$ cat src/rtl/fp_decode_if.sv
// Handshake bundle for the floating-point decoder.
//   upstream  : in_valid/in_ready with payload S (sign), E (exponent), F (significand)
//   downstream: out_valid/out_ready with payload D (two's-complement linear value)
// master = producer/consumer side (testbench or neighbours), slave = decoder side.
interface fp_decode_if #(
  parameter int unsigned DATA_W = 12,
  parameter int unsigned EXP_W  = 3,
  parameter int unsigned MANT_W = 4
) ();
  logic              in_valid;
  logic              in_ready;
  logic              S;
  logic [EXP_W-1:0]  E;
  logic [MANT_W-1:0] F;
  logic              out_valid;
  logic              out_ready;
  logic [DATA_W-1:0] D;

  modport master (
    output in_valid, S, E, F, out_ready,
    input  in_ready, out_valid, D
  );

  modport slave (
    input  in_valid, S, E, F, out_ready,
    output in_ready, out_valid, D
  );
endinterface

$ cat src/rtl/fp_decode.sv
// Serial floating-point decoder: D = (-1)^S * F * 2^E as a DATA_W-bit
// two's-complement value. One left shift per cycle, then a sign-apply cycle.
//   clk  : rising-edge clock
//   rst  : asynchronous active-high reset
//   bus  : fp_decode_if.slave (in_valid/in_ready/S/E/F in, out_valid/out_ready/D out)
// in_ready is decoded from state (IDLE only); all other outputs are registered.
module fp_decode #(
  parameter int unsigned DATA_W = 12,
  parameter int unsigned EXP_W  = 3,
  parameter int unsigned MANT_W = 4
) (
  input  logic         clk,
  input  logic         rst,
  fp_decode_if.slave   bus
);

  // Output must hold the largest shifted significand without overflow.
  if (DATA_W < MANT_W + (1 << EXP_W)) begin : g_width_check
    $error("fp_decode: DATA_W too small for MANT_W/EXP_W");
  end

  typedef enum logic [1:0] {
    ST_IDLE,
    ST_SHIFT,
    ST_SIGN,
    ST_DONE
  } state_e;

  state_e            state_q, state_d;
  logic [DATA_W-1:0] mag_q, mag_d;
  logic [EXP_W-1:0]  cnt_q, cnt_d;
  logic              sign_q, sign_d;
  logic [DATA_W-1:0] d_q, d_d;
  logic              out_valid_q, out_valid_d;

  // State and datapath registers.
  always_ff @(posedge clk or posedge rst) begin
    if (rst) begin
      state_q     <= ST_IDLE;
      mag_q       <= '0;
      cnt_q       <= '0;
      sign_q      <= 1'b0;
      d_q         <= '0;
      out_valid_q <= 1'b0;
    end else begin
      state_q     <= state_d;
      mag_q       <= mag_d;
      cnt_q       <= cnt_d;
      sign_q      <= sign_d;
      d_q         <= d_d;
      out_valid_q <= out_valid_d;
    end
  end

  // Next-state and datapath update.
  always_comb begin
    state_d     = state_q;
    mag_d       = mag_q;
    cnt_d       = cnt_q;
    sign_d      = sign_q;
    d_d         = d_q;
    out_valid_d = out_valid_q;

    unique case (state_q)
      ST_IDLE: begin
        if (bus.in_valid) begin
          sign_d  = bus.S;
          cnt_d   = bus.E;
          mag_d   = DATA_W'(bus.F);
          state_d = ST_SHIFT;
        end
      end
      ST_SHIFT: begin
        if (cnt_q != '0) begin
          mag_d = mag_q << 1;
          cnt_d = cnt_q - EXP_W'(1);
        end else begin
          state_d = ST_SIGN;
        end
      end
      ST_SIGN: begin
        // Full-width negation; a zero magnitude stays zero.
        d_d         = sign_q ? DATA_W'(~mag_q + DATA_W'(1)) : mag_q;
        out_valid_d = 1'b1;
        state_d     = ST_DONE;
      end
      ST_DONE: begin
        if (bus.out_ready) begin
          out_valid_d = 1'b0;
          state_d     = ST_IDLE;
        end
      end
      default: state_d = ST_IDLE;
    endcase
  end

  assign bus.in_ready  = (state_q == ST_IDLE);
  assign bus.out_valid = out_valid_q;
  assign bus.D         = d_q;

endmodule

$ cat src/flat_wrapper.sv
// flat-port wrapper written by rule: the top's interface ports become plain ports
module fp_decode_flat 
#(
  parameter int unsigned DATA_W = 12,
  parameter int unsigned EXP_W  = 3,
  parameter int unsigned MANT_W = 4
)
  (clk, rst, bus_in_valid, bus_S, bus_E, bus_F, bus_out_ready, bus_in_ready, bus_out_valid, bus_D);
  fp_decode_if #(.DATA_W(DATA_W), .EXP_W(EXP_W), .MANT_W(MANT_W)) bus_i ();
  input  logic clk;
  input  logic rst;
  input wire logic [$bits(bus_i.in_valid)-1:0] bus_in_valid;
  input wire logic [$bits(bus_i.S)-1:0] bus_S;
  input wire logic [$bits(bus_i.E)-1:0] bus_E;
  input wire logic [$bits(bus_i.F)-1:0] bus_F;
  input wire logic [$bits(bus_i.out_ready)-1:0] bus_out_ready;
  output wire logic [$bits(bus_i.in_ready)-1:0] bus_in_ready;
  output wire logic [$bits(bus_i.out_valid)-1:0] bus_out_valid;
  output wire logic [$bits(bus_i.D)-1:0] bus_D;
  assign bus_i.in_valid = bus_in_valid;
  assign bus_i.S = bus_S;
  assign bus_i.E = bus_E;
  assign bus_i.F = bus_F;
  assign bus_i.out_ready = bus_out_ready;
  assign bus_in_ready = bus_i.in_ready;
  assign bus_out_valid = bus_i.out_valid;
  assign bus_D = bus_i.D;
  fp_decode #(.DATA_W(DATA_W), .EXP_W(EXP_W), .MANT_W(MANT_W)) u_core (.clk(clk), .rst(rst), .bus(bus_i));
endmodule
$ cat config.mk
export PLATFORM = sky130hd
export DESIGN_NAME = fp_decode_flat
export DESIGN_NICKNAME = d
export VERILOG_FILES = /design/src/rtl/fp_decode_if.sv /design/src/rtl/fp_decode.sv /design/src/flat_wrapper.sv
export SDC_FILE = /design/constraint.sdc
export NUM_CORES = 1
export LEC_CHECK = 0
export CORE_UTILIZATION = 40
export CTS_BUF_LIST = sky130_fd_sc_hd__clkbuf_4
export DETAILED_ROUTE_END_ITERATION = 12
export SETUP_SLACK_MARGIN = 0.15
export SYNTH_ARGS = -nofsm -noshare
export SYNTH_HDL_FRONTEND = slang
export SYNTH_SLANG_ARGS = --single-unit
$ cat constraint.sdc
create_clock -name clk -period 1.55 [get_ports clk]
set_input_delay 0.2325 -clock clk [delete_from_list [all_inputs] [get_ports clk]]
set_output_delay 0.2325 -clock clk [all_outputs]
set_load 0.03 [all_outputs]
==> Word level (Yosys, flattened, before mapping) <==
Cells that the tools add are included.
{ "word_totals": {"reg_bits": 31, "latch_bits": 0, "mem_bits_rw": 0, "mem_bits_ro": 0, "inputBits": 12, "output_inout_bits": 14, "elab_cells": 37, "memories": 0} }
{ "op_classes": {"add_sub_neg": 2, "multipliers": 0, "n_div": 0, "magnitude_cmp": 0, "n_eq_ne": 7, "shift": 0, "mux": 13, "bitwise_logic": 1, "reduce_logical": 8} }
{ "ops": {"columns": ["cell", "count"], "rows": [
  ["12-bit two-way mux", 3],
  ["12-bit case mux with 2 select lines", 1],
  ["12-bit by 1-bit adder with 12-bit output (second input constant)", 1],
  ["12-bit NOT", 1],
  ["2-bit case mux with 4 select lines", 1],
  ["2-bit two-way mux", 3],
  ["3-bit two-way mux", 2],
  ["2-bit != test (second input constant)", 3],
  ["3-bit case mux with 2 select lines", 1],
  ["3-bit AND reduction", 2],
  ["2-bit == test (second input constant)", 2],
  ["2-bit AND reduction", 2],
  ["2-bit nonzero test", 2],
  ["3-bit nonzero test", 1],
  ["3-bit by 1-bit subtractor with 3-bit output (second input constant)", 1],
  ["2-bit by 1-bit == test with 1-bit output (second input constant)", 1],
  ["2-bit zero test", 1],
  ["2-bit by 1-bit != test with 1-bit output (second input constant)", 1],
  ["1-bit case mux with 2 select lines", 1],
  ["1-bit two-way mux", 1]
]} }

==> Logic depth before layout (Yosys ltp) <==
Gate-level depths: netlist of the first run.
{ "depth": {"ltp_word": 3, "ltp_mapped": 7, "mapped_depth_nobuf": 6} }

==> Least setup slack after synthesis of the first run <==
OpenSTA, ideal clock, no wires.
{ "synth_timing": {"path_type": "register to register", "from": "reg u_core.state_q[0]", "to": "reg u_core.cnt_q[2]", "setup_time_ns": 0.126, "arrival_time_ns": 1.736, "t_required_ns": 1.424, "setup_slack_ns": -0.312, "path_stages_with_launch": 7, "n_path_buf": 0, "synth_period_minus_slack_ns": 1.862, "cell_sequence": "dfrtp_1 > inv_1 > ha_1 > nor2b_1 > nor3_1 > mux2_2 > a221o_1"} }
{ "synth_between": {"elab_chain_len": 3, "word_cells_on_any_way": 7, "cone_classes": "3 x eq/ne; 1 x mux; 3 x reduce/logical"} }
{ "synth_rtl": {"columns": ["element", "line_no", "source"], "rows": [
  ["start: declaration", "fp_decode.sv:29", "state_e state_q, state_d;"],
  ["start signal: assignment", "fp_decode.sv:46", "state_q <= state_d;"],
  ["2-bit zero test *", null, null],
  ["via bus_in_ready", "flat_wrapper.sv:17", "output wire logic [$bits(bus_i.in_ready)-1:0] bus_in_ready;"],
  ["2-bit != test (no line) or 2-bit nonzero test (tied branches)", null, null],
  ["3-bit AND reduction (no line)", null, null],
  ["end signal: assignment", "fp_decode.sv:48", "cnt_q <= cnt_d;"],
  ["end: declaration", "fp_decode.sv:31", "logic [EXP_W-1:0] cnt_q, cnt_d;"]
]} }
Mark *: on every way through the listed nets, which the timed path passes. The rest lies on a longest branch.
A chain may end at the register's enable or synchronous reset.

==> Worst setup path after layout of the first run <==
{ "layout_timing": {"from": "reg u_core.state_q[0]", "to": "reg u_core.cnt_q[2]"} }
{ "layout_between": {"elab_chain_len": 3, "word_cells_on_any_way": 7, "cone_classes": "3 x eq/ne; 1 x mux; 3 x reduce/logical"} }
{ "layout_rtl": {"columns": ["element", "line_no", "source"], "rows": [
  ["2-bit by 1-bit == test with 1-bit output or 2-bit zero test (tied branches)", "fp_decode.sv:64", "unique case (state_q)"],
  ["2-bit by 1-bit != test with 1-bit output (no line) (tied with other cells)", null, null],
  ["3-bit AND reduction (no line)", null, null]
]} }
Several ways; a longest one is shown, not always the timed one.

==> results.yml, run 1 <==
status:
  status: "complete, but fails checks"
  violations: "setup timing"
worst_setup_path:
  arrival_ps: 1860
  critPathMaxStageDelay_ps: 430
  crit_type: "flop to flop"
  worstSetupEndpointType: "flop"
  critPathMaxFanout: 4
  rr_endpoint: "u_core.cnt_q[2]"
  startpoint: "u_core.state_q[0]"
  cp_slowest_cell: "dfrtp_1"
  ff2ff_path_depth: 6
  cp_cell_sequence: "inv_2, ha_4, nor2b_4, nor3_1, mux2_2, a221o_1"
  r2r_setup_slack_ps: -80
  crit_end: "u_core.cnt_q[2]"
  worstPathRequired_ps: 1790
  start_kind: "flop"
  r2r-start: "u_core.state_q[0]"
timing:
  rsz0062_at_grt: "yes"
  skew_ps: 12.2
  tightest_slew_ps: 415
  report.final.hold_viol_count: 0
  setup_violations: 14
  fmax_mhz: 615
  setup_ws_ps: -77.2
  fin_crit_ps: 1630
  max-slew-margin-rel: 0.723
  post-route-period-util: 1.05
  maxSlewViolCount: 0
clock_network:
  clk_pin_slew_ps: 100
  clkSinkCount: 31
  cts-root-buf: "clkbuf_4"
  cts_buffers: 5
  cts.path.max_buffers: 2
  insertion_delay_ps: 340
  htreeDepth: 2
  cts_tree: "done"
  ctsHoldBuffers: 0
floorplan:
  rows: 23
  ios: 26
  dieArea_um2: 4390
  die_y_um: 66.3
  chipWidth_um: 66.3
  core-area_um2: 3970
  start_util: 0.416
finish:
  antennaDiodeCount: 0
  final_common_cell: "dfrtp_1"
  design_area_um2: 2740
  fin_util: 0.689
  final_nets: 260
  fillers: 281
  syn_to_final_growth_pct: 65.6
  final_layout_size_suffix_gt1_frac: 0.434
  mostFrequentLayoutCells: "dfrtp_1 (30), buf_4 (25), nand2_1 (20)"
synth:
  yosys.area.top_type_share: 0.469
  synth.net_count: 192
  synth_edf_count: 0
  synth_area_um2: 1650
  ys.flop_type: "dfrtp_1"
  synthCells: 173
  yosysTopAreaCell: "dfrtp_1"
  async_flop_share: 1.00
  synth.distinct_cells: 34
  ys_seq_elements: 31
  ys_warn_count: 0
  syn_area_per_cell_um2: 9.55
  synth-seq-area-share: 0.469
  synth.area.top_cells: "dfrtp_1 (47%), ha_1 (5.3%), nand2_1 (5.2%)"
detailed_routing:
  drt-total-wl_um: 4490
  drc: 0
  routedWlPerCell_um: 15.4
  viasPerCell: 5.24
  firstDrtPassIters: 4
  postRouteAntennaNets: 0
  vias: 1529
  drt_iter0_drc: 92
global_routing:
  grt_pass1_wl_um: 6960
  grt_max_degree: 32
  gr-total-overflow: 0
  track_usage: 0.221
  antenna_found_initial: 0
  first_global_vias: 1412
place:
  dpl_cell_area_um2: 2170
  port_buffers: 25
  dpl.hpwl_um: 2620
  gp_congestion: 0.803
power:
  leakagePower_nw: 1.22
  vdd_drop_max_uv: 1200
  p_total_mw: 6.49
  power_density_nw_per_um2: 2370
run:
  maxCapViolCount: 0
min_path:
  min_path_type: "primary input to asynchronous set/reset pin"
-- critical path, delay by kind of cell, from the launching register on --
family | cells | cell delay [ps]
multiplexers | 1 | 270
buffers and inverters | 1 | 100
adder cells (fa/ha/maj) | 1 | 180
AO/OA/AOI/OAI | 1 | 290
AND/OR/NAND/NOR | 2 | 260
flip-flops | 1 | 430
-- synthesized netlist by cell type (2+ instances only) --
cell      number
inv_1          9
nand3_1        9
xor2_1         7
mux2i_1        5
o31ai_1        4
nor2_1        14
buf_1          2
dfrtp_1       31
or3_1          2
ha_1           7
nand2_1       23
a21oi_1       12
nor2b_1        3
mux2_2         3
nor3_1         4
nand2b_1       3
a221oi_1       3
xnor2_1        2
clkbuf_1       6
o21ai_0       10
-- timing repair --
action | 4_1_cts | 5_1_grt
buffers inserted | 14 | 3
pin swaps | 37 | 14
cloned | 2 | 0
gates resized for setup | 79 | 26
setup endpoints to repair | 39 | 32
-- through the flow --
| step | setup WS (ps) | setup TNS [ps] | std cells | hold slack, ps |
|---|---|---|---|---|
| after floorplan | -39.8 | -76.7 | 173 | 336 |
| after CTS | -19.7 | -26.3 | 289 | 279 |
| after global placement | -45.2 | -120 | 265 | 471 |
| final | -77.2 | -333 | 292 | 271 |
| after detailed placement | -97.3 | -383 | 265 | 474 |
| after global routing | -138 | -1490 | 292 | 302 |
-- flip-flops by register name, summed over array words and instances, names as in the netlist --
name / flops
u_core.mag_q: 12
u_core.sign_q: 1
u_core.bus.D: 12
u_core.bus.out_valid: 1
u_core.cnt_q: 3
u_core.state_q: 2
-- routing by layer --
metal | share of wire | global-route usage | up-vias
met5 | 0 | 0 | -
met4 | 0.018 | 0.0851 | 0
met3 | 0.039 | 0.0534 | 9
met2 | 0.49 | 0.364 | 39
met1 | 0.45 | 0.276 | 744
li1 | - | - | 737
-- power breakdown --
| part | internal, mW | total, mW | leakage, nW | switching [mW] |
|---|---|---|---|---|
| Clock | 0.212 | 0.492 | 0.0361 | 0.281 |
| Sequential | 1.13 | 1.43 | 0.379 | 0.291 |
| Combinational | 2.30 | 4.57 | 0.809 | 2.28 |
| Total | 3.64 | 6.49 | 1.22 | 2.85 |
-- final cells by class --
class	instances	area, um^2	area share
well taps	50	62.6	0.0229
clock inverters	1	5.00	0.00183
clock buffers	7	52.6	0.0192
flip-flops and latches	31	777	0.284
multi-input cells	123	1110	0.404
inverters	9	38.8	0.0142
repair buffers	71	694	0.254
-- cell families (layout without fill, tap and decap cells) --
| family | count (synthesis) | after routing | share of synthesized area |
|---|---|---|---|
| DFF | 31 | 31 | 0.469 |
| and+or+nand+nor | 62 | 62 | 0.173 |
| AOI/OAI and AO/OA | 37 | 37 | 0.157 |
| muxes | 8 | 8 | 0.0507 |
| adders and majority gates | 7 | 7 | 0.0530 |
| xor gates and xnor gates | 9 | 9 | 0.0477 |
| buffers and inverters | 19 | 88 | 0.0484 |
-- how the worst min path moves through the flow --
stage                             to  slack, ps              from  depth (start not counted)
floorplan            u_core.bus.D[0]        340               rst                          1
global placement    u_core.mag_q[11]        470  u_core.mag_q[11]                          2
detailed placement  u_core.mag_q[11]        470  u_core.mag_q[11]                          2
CTS                  u_core.cnt_q[2]        280               rst                          3
global route         u_core.bus.D[3]        300               rst                          3
finish               u_core.bus.D[9]        270               rst                          3
Note: power is estimated with default switching activity, not from simulation.
==> run 2, diff against run 1 <==
- CORE_ASPECT_RATIO: default -> 1.5
==> run 2 against run 1 <==
Effect of this change:
- the flow still finishes with violations (setup timing)
- combinational power is 11% lower
- cell area fell by 6.9%
- final cell count shrank 4.8%
- register-to-register slack gained 40 ps
- total power down 8.6%
- flip-flop and latch count is the same
- sequential share of layout area up 2.1 points
==> results.yml, run 2 (synthesis results as in run 1) <==
worst_setup_path:
  arrival_ps: 1810
  start_kind: "flop"
  ff2ff_path_depth: 4
  rr_endpoint: "u_core.bus.D[11]"
  crit_type: "flop to flop"
  critPathMaxFanout: 2
  worstPathRequired_ps: 1770
  worstSetupEndpointType: "flop"
  r2r-start: "u_core.mag_q[7]"
  r2r_setup_slack_ps: -40
global_routing:
  grtUsageMet1: 0.230
  grt_pass1_wl_um: 6910
  gr-usage-met3: 0.0543
  first_global_vias: 1506
  antenna_found_initial: 0
  grtUsageMet2: 0.398
  gr-total-overflow: 0
  grt-busiest-layer: "met2"
  grt_max_degree: 32
  track_usage: 0.220
place:
  gp_congestion: 0.735
  place_ws_ps: -95.2
  port_buffers: 25
  dpl.hpwl_um: 2790
floorplan:
  rows: 28
  core-area_um2: 3960
  chipWidth_um: 54.5
  die_y_um: 80.7
  dieArea_um2: 4400
  start_util: 0.418
  ios: 26
clock_network:
  htreeDepth: 2
  cts.path.max_buffers: 2
  insertion_delay_ps: 330
  cts_tree: "done"
  cts-root-buf: "clkbuf_4"
  clkSinkCount: 31
  cts_buffers: 5
  clk_pin_slew_ps: 100
detailed_routing:
  firstDrtPassIters: 4
  postRouteAntennaNets: 0
  drt-total-wl_um: 4450
  drc: 0
  vias: 1498
  routedWlPerCell_um: 16.0
  drt_iter0_drc: 24
  viasPerCell: 5.39
timing:
  fin_crit_ps: 1590
  rsz0062_at_grt: "yes"
  post-route-period-util: 1.03
  tightest_slew_ps: 408
  maxSlewViolCount: 0
  report.final.hold_viol_count: 0
  skew_ps: 8.14
  setup_violations: 4
  setup_ws_ps: -39.1
  max-slew-margin-rel: 0.728
  timing.hold.ws_ps: 298
  fmax_mhz: 629
run:
  maxCapViolCount: 0
finish:
  antennaDiodeCount: 0
  final_layout_size_suffix_gt1_frac: 0.429
  fillers: 348
  fin_util: 0.644
  final_nets: 251
  syn_to_final_growth_pct: 54.2
  mostFrequentLayoutCells: "buf_4 (31), dfrtp_1 (30), nor2_1 (14)"
  final_common_cell: "buf_4"
power:
  leakagePower_nw: 1.16
  vdd_drop_max_uv: 1470
  power_density_nw_per_um2: 2330
min_path:
  min_path_type: "primary input to asynchronous set/reset pin"
status:
  violations: "setup timing"
  status: "complete, but fails checks"
## run 2: metal layers
metal | wire, um | vias up
met4 | 69 | 0
li1 | - | 717
met1 | 1660 | 741
met3 | 132 | 7
met5 | 0 | -
met2 | 2590 | 33
## run 2: cell type report
class	count	area, um^2	area share
multi-input cells	123	1040	0.408
flip-flops and latches	31	777	0.305
repair buffers	62	584	0.229
well taps	45	56.3	0.0221
clock buffers	7	52.6	0.0206
inverters	9	33.8	0.0133
clock inverters	1	5.00	0.00196
## run 2: worst max-delay path by stage
stage	start	end	slack [ps]	cells past startpoint
floorplan	u_core.mag_q[2]	u_core.bus.D[11]	-40	5
detailed placement	bus_in_valid	u_core.cnt_q[2]	-100	5
global placement	u_core.mag_q[4]	u_core.bus.D[11]	-50	4
global route	u_core.state_q[0]	u_core.cnt_q[2]	-100	6
finish	u_core.mag_q[7]	u_core.bus.D[11]	-40	4
CTS	u_core.mag_q[7]	u_core.bus.D[11]	-30	4
## run 2: worst max-delay path, cell delays in order, from the launching register on
cell and delay, ps:
dfrtp_1 390, or4_4 580, o41ai_4 230, xor2_1 190, a21oi_1 80
## run 2: metrics by stage
stage	instance area, um^2	std cells	setup TNS [ps]	power [mW]
after detailed placement	2140	255	-340	4.44
after floorplan	1720	173	-76.7	3.41
after global placement	2140	255	-159	4.34
after CTS	2430	273	-47.2	5.56
after global routing	2550	278	-593	6.33
final	2550	278	-111	5.94
## run 2: repair_timing
item,in CTS,in global routing
gates resized for setup,60,18
cloned,1,1
hold buffers,0,0
pin swaps,23,8
endpoints found under the setup margin,39,31
setup buffers,9,4
## run 2: report_power, final
group          leakage, nW  switching (mW)  internal (mW)  total [mW]
logic                0.746            2.08           1.97        4.05
clock network       0.0361           0.280          0.212       0.492
registers            0.379           0.264           1.13        1.40
total                 1.16            2.62           3.31        5.94
==> run 3, diff against run 2 <==
--- a/config.mk
+++ b/config.mk
@@ -10,4 +10,5 @@
 export CTS_BUF_LIST = sky130_fd_sc_hd__clkbuf_4
 export DETAILED_ROUTE_END_ITERATION = 12
+export MAX_ROUTING_LAYER = met4
 export SETUP_SLACK_MARGIN = 0.15
 export SYNTH_ARGS = -nofsm -noshare
==> constraint.sdc (replaced) <==
create_clock -name clk -period 1.55 [get_ports clk]
set_input_delay 0.2325 -clock clk [delete_from_list [all_inputs] [get_ports clk]]
set_output_delay 0.2325 -clock clk [all_outputs]
set_load 0.02 [all_outputs]
==> run 3 against run 2 <==
Effect of this change:
- the run still ends with setup timing left
- utilization decreased by 5.9 points
- die area unchanged
- cell area decreased by 9.2%
- critical path type unchanged
- critical endpoint is now u_core.cnt_q[2]
==> results.yml, run 3 (synthesis results as in run 1) <==
detailed_routing:
  routedWlPerCell_um: 13.9
  drt_iter0_drc: 17
  firstDrtPassIters: 4
  drt-total-wl_um: 3710
  drc: 0
  viasPerCell: 5.27
  postRouteAntennaNets: 0
  vias: 1407
global_routing:
  antenna_found_initial: 0
  grt_max_degree: 32
  gr-total-overflow: 0
  grt_pass1_wl_um: 6220
  track_usage: 0.204
  first_global_vias: 1393
floorplan:
  chipWidth_um: 54.5
  core-area_um2: 3960
  dieArea_um2: 4400
  die_y_um: 80.7
  rows: 28
  start_util: 0.418
  ios: 26
worst_setup_path:
  arrival_ps: 1810
  critPathMaxFanout: 5
  critPathMaxStageDelay_ps: 420
  crit_type: "flop to flop"
  r2r-start: "u_core.state_q[0]"
  worstPathRequired_ps: 1770
  startpoint: "u_core.state_q[0]"
  start_kind: "flop"
  worstSetupEndpointType: "flop"
  cp_cell_sequence: "inv_2, ha_4, nor2b_4, nor3_2, mux2_4, a221o_1"
  cp_slowest_cell: "dfrtp_1"
power:
  vdd_drop_max_uv: 1300
  power_density_nw_per_um2: 2210
  leakagePower_nw: 1.08
  p_total_mw: 5.12
timing:
  skew_ps: 8.92
  setup_ws_ps: -34.5
  tightest_slew_ps: 650
  report.final.hold_viol_count: 0
  maxSlewViolCount: 0
  max-slew-margin-rel: 0.567
  setup_violations: 2
  fin_crit_ps: 1580
  rsz0062_at_grt: "yes"
  post-route-period-util: 1.02
  fmax_mhz: 631
clock_network:
  cts_buffers: 5
  htreeDepth: 2
  insertion_delay_ps: 330
  clk_pin_slew_ps: 100
  cts.path.max_buffers: 2
  cts_tree: "done"
  clkSinkCount: 31
  cts-root-buf: "clkbuf_4"
  ctsHoldBuffers: 0
finish:
  mostFrequentLayoutCells: "dfrtp_1 (31), buf_4 (24), nand2_1 (23)"
  fin_cells: 267
  final_common_cell: "dfrtp_1"
  final_nets: 240
  syn_to_final_growth_pct: 40.0
  design_area_um2: 2310
  antennaDiodeCount: 0
  fin_util: 0.584
  final_layout_size_suffix_gt1_frac: 0.243
place:
  dpl.hpwl_um: 2640
  placed_cells: 253
  port_buffers: 25
  gp_congestion: 0.807
  dpl_cell_area_um2: 2120
  place_ws_ps: -76.9
run:
  maxCapViolCount: 0
status:
  status: "complete, but fails checks"
  violations: "setup timing"
min_path:
  min_path_type: "primary input to asynchronous set/reset pin"
==> run 3: final cells by class <==
type	count	area, um^2
timing repair buffer	51	455
inverter	9	33.8
fill	352	1650
multi-input combinational	123	916
sequential	31	776
clock inverter	3	38.8
clock buffer	5	37.5
tap	45	56.3
==> run 3: metal layers <==
metal / wire, um / track usage / vias to the layer above
met2: 2060 / 0.354 / 43
li1: - / - / 696
met3: 136 / 0.0506 / 6
met1: 1450 / 0.214 / 662
met5: 0 / - / -
met4: 62 / 0.0769 / 0
==> run 3: where the power goes <==
| part | internal, mW | switching (mW) | total (mW) |
|---|---|---|---|
| sequential | 1.13 | 0.253 | 1.38 |
| combinational | 1.51 | 1.61 | 3.12 |
| clock | 0.332 | 0.289 | 0.621 |
| total | 2.97 | 2.15 | 5.12 |
==> run 3: final timing paths <==
path	end	slack, ps	depth (start not counted)
max	u_core.cnt_q[2]	-30	6
min	u_core.bus.out_valid	280	3
max reg2reg	u_core.cnt_q[2]	-30	6
min reg2reg	u_core.mag_q[11]	510	2
max in group asynchronous	u_core.mag_q[0]	990	3
min in group clk	u_core.sign_q	500	2
==> run 3: per-stage QoR <==
step | TNS (ps) | hold WS [ps]
finish | -42.6 | 276
global route | -825 | 355
CTS | -67.4 | 286
detailed placement | -331 | 486
global placement | -119 | 478
floorplan | -47.4 | 336
==> run 3: what timing repair did <==
item,4_1_cts,5_1_grt
buffers inserted,5,1
pin swaps,10,4
hold endpoints to repair,0,0
setup endpoints to repair,39,29
resized for setup,26,9
==> run 3: critical path, delay by kind of cell (launching register included) <==
| kind | cells | cell delay, ps |
|---|---|---|
| AND/OR/NAND/NOR | 2 | 240 |
| flip-flops | 1 | 420 |
| adder cells (fa/ha/maj) | 1 | 180 |
| buffers and inverters | 1 | 100 |
| multiplexers | 1 | 260 |
| AO/OA/AOI/OAI | 1 | 300 |
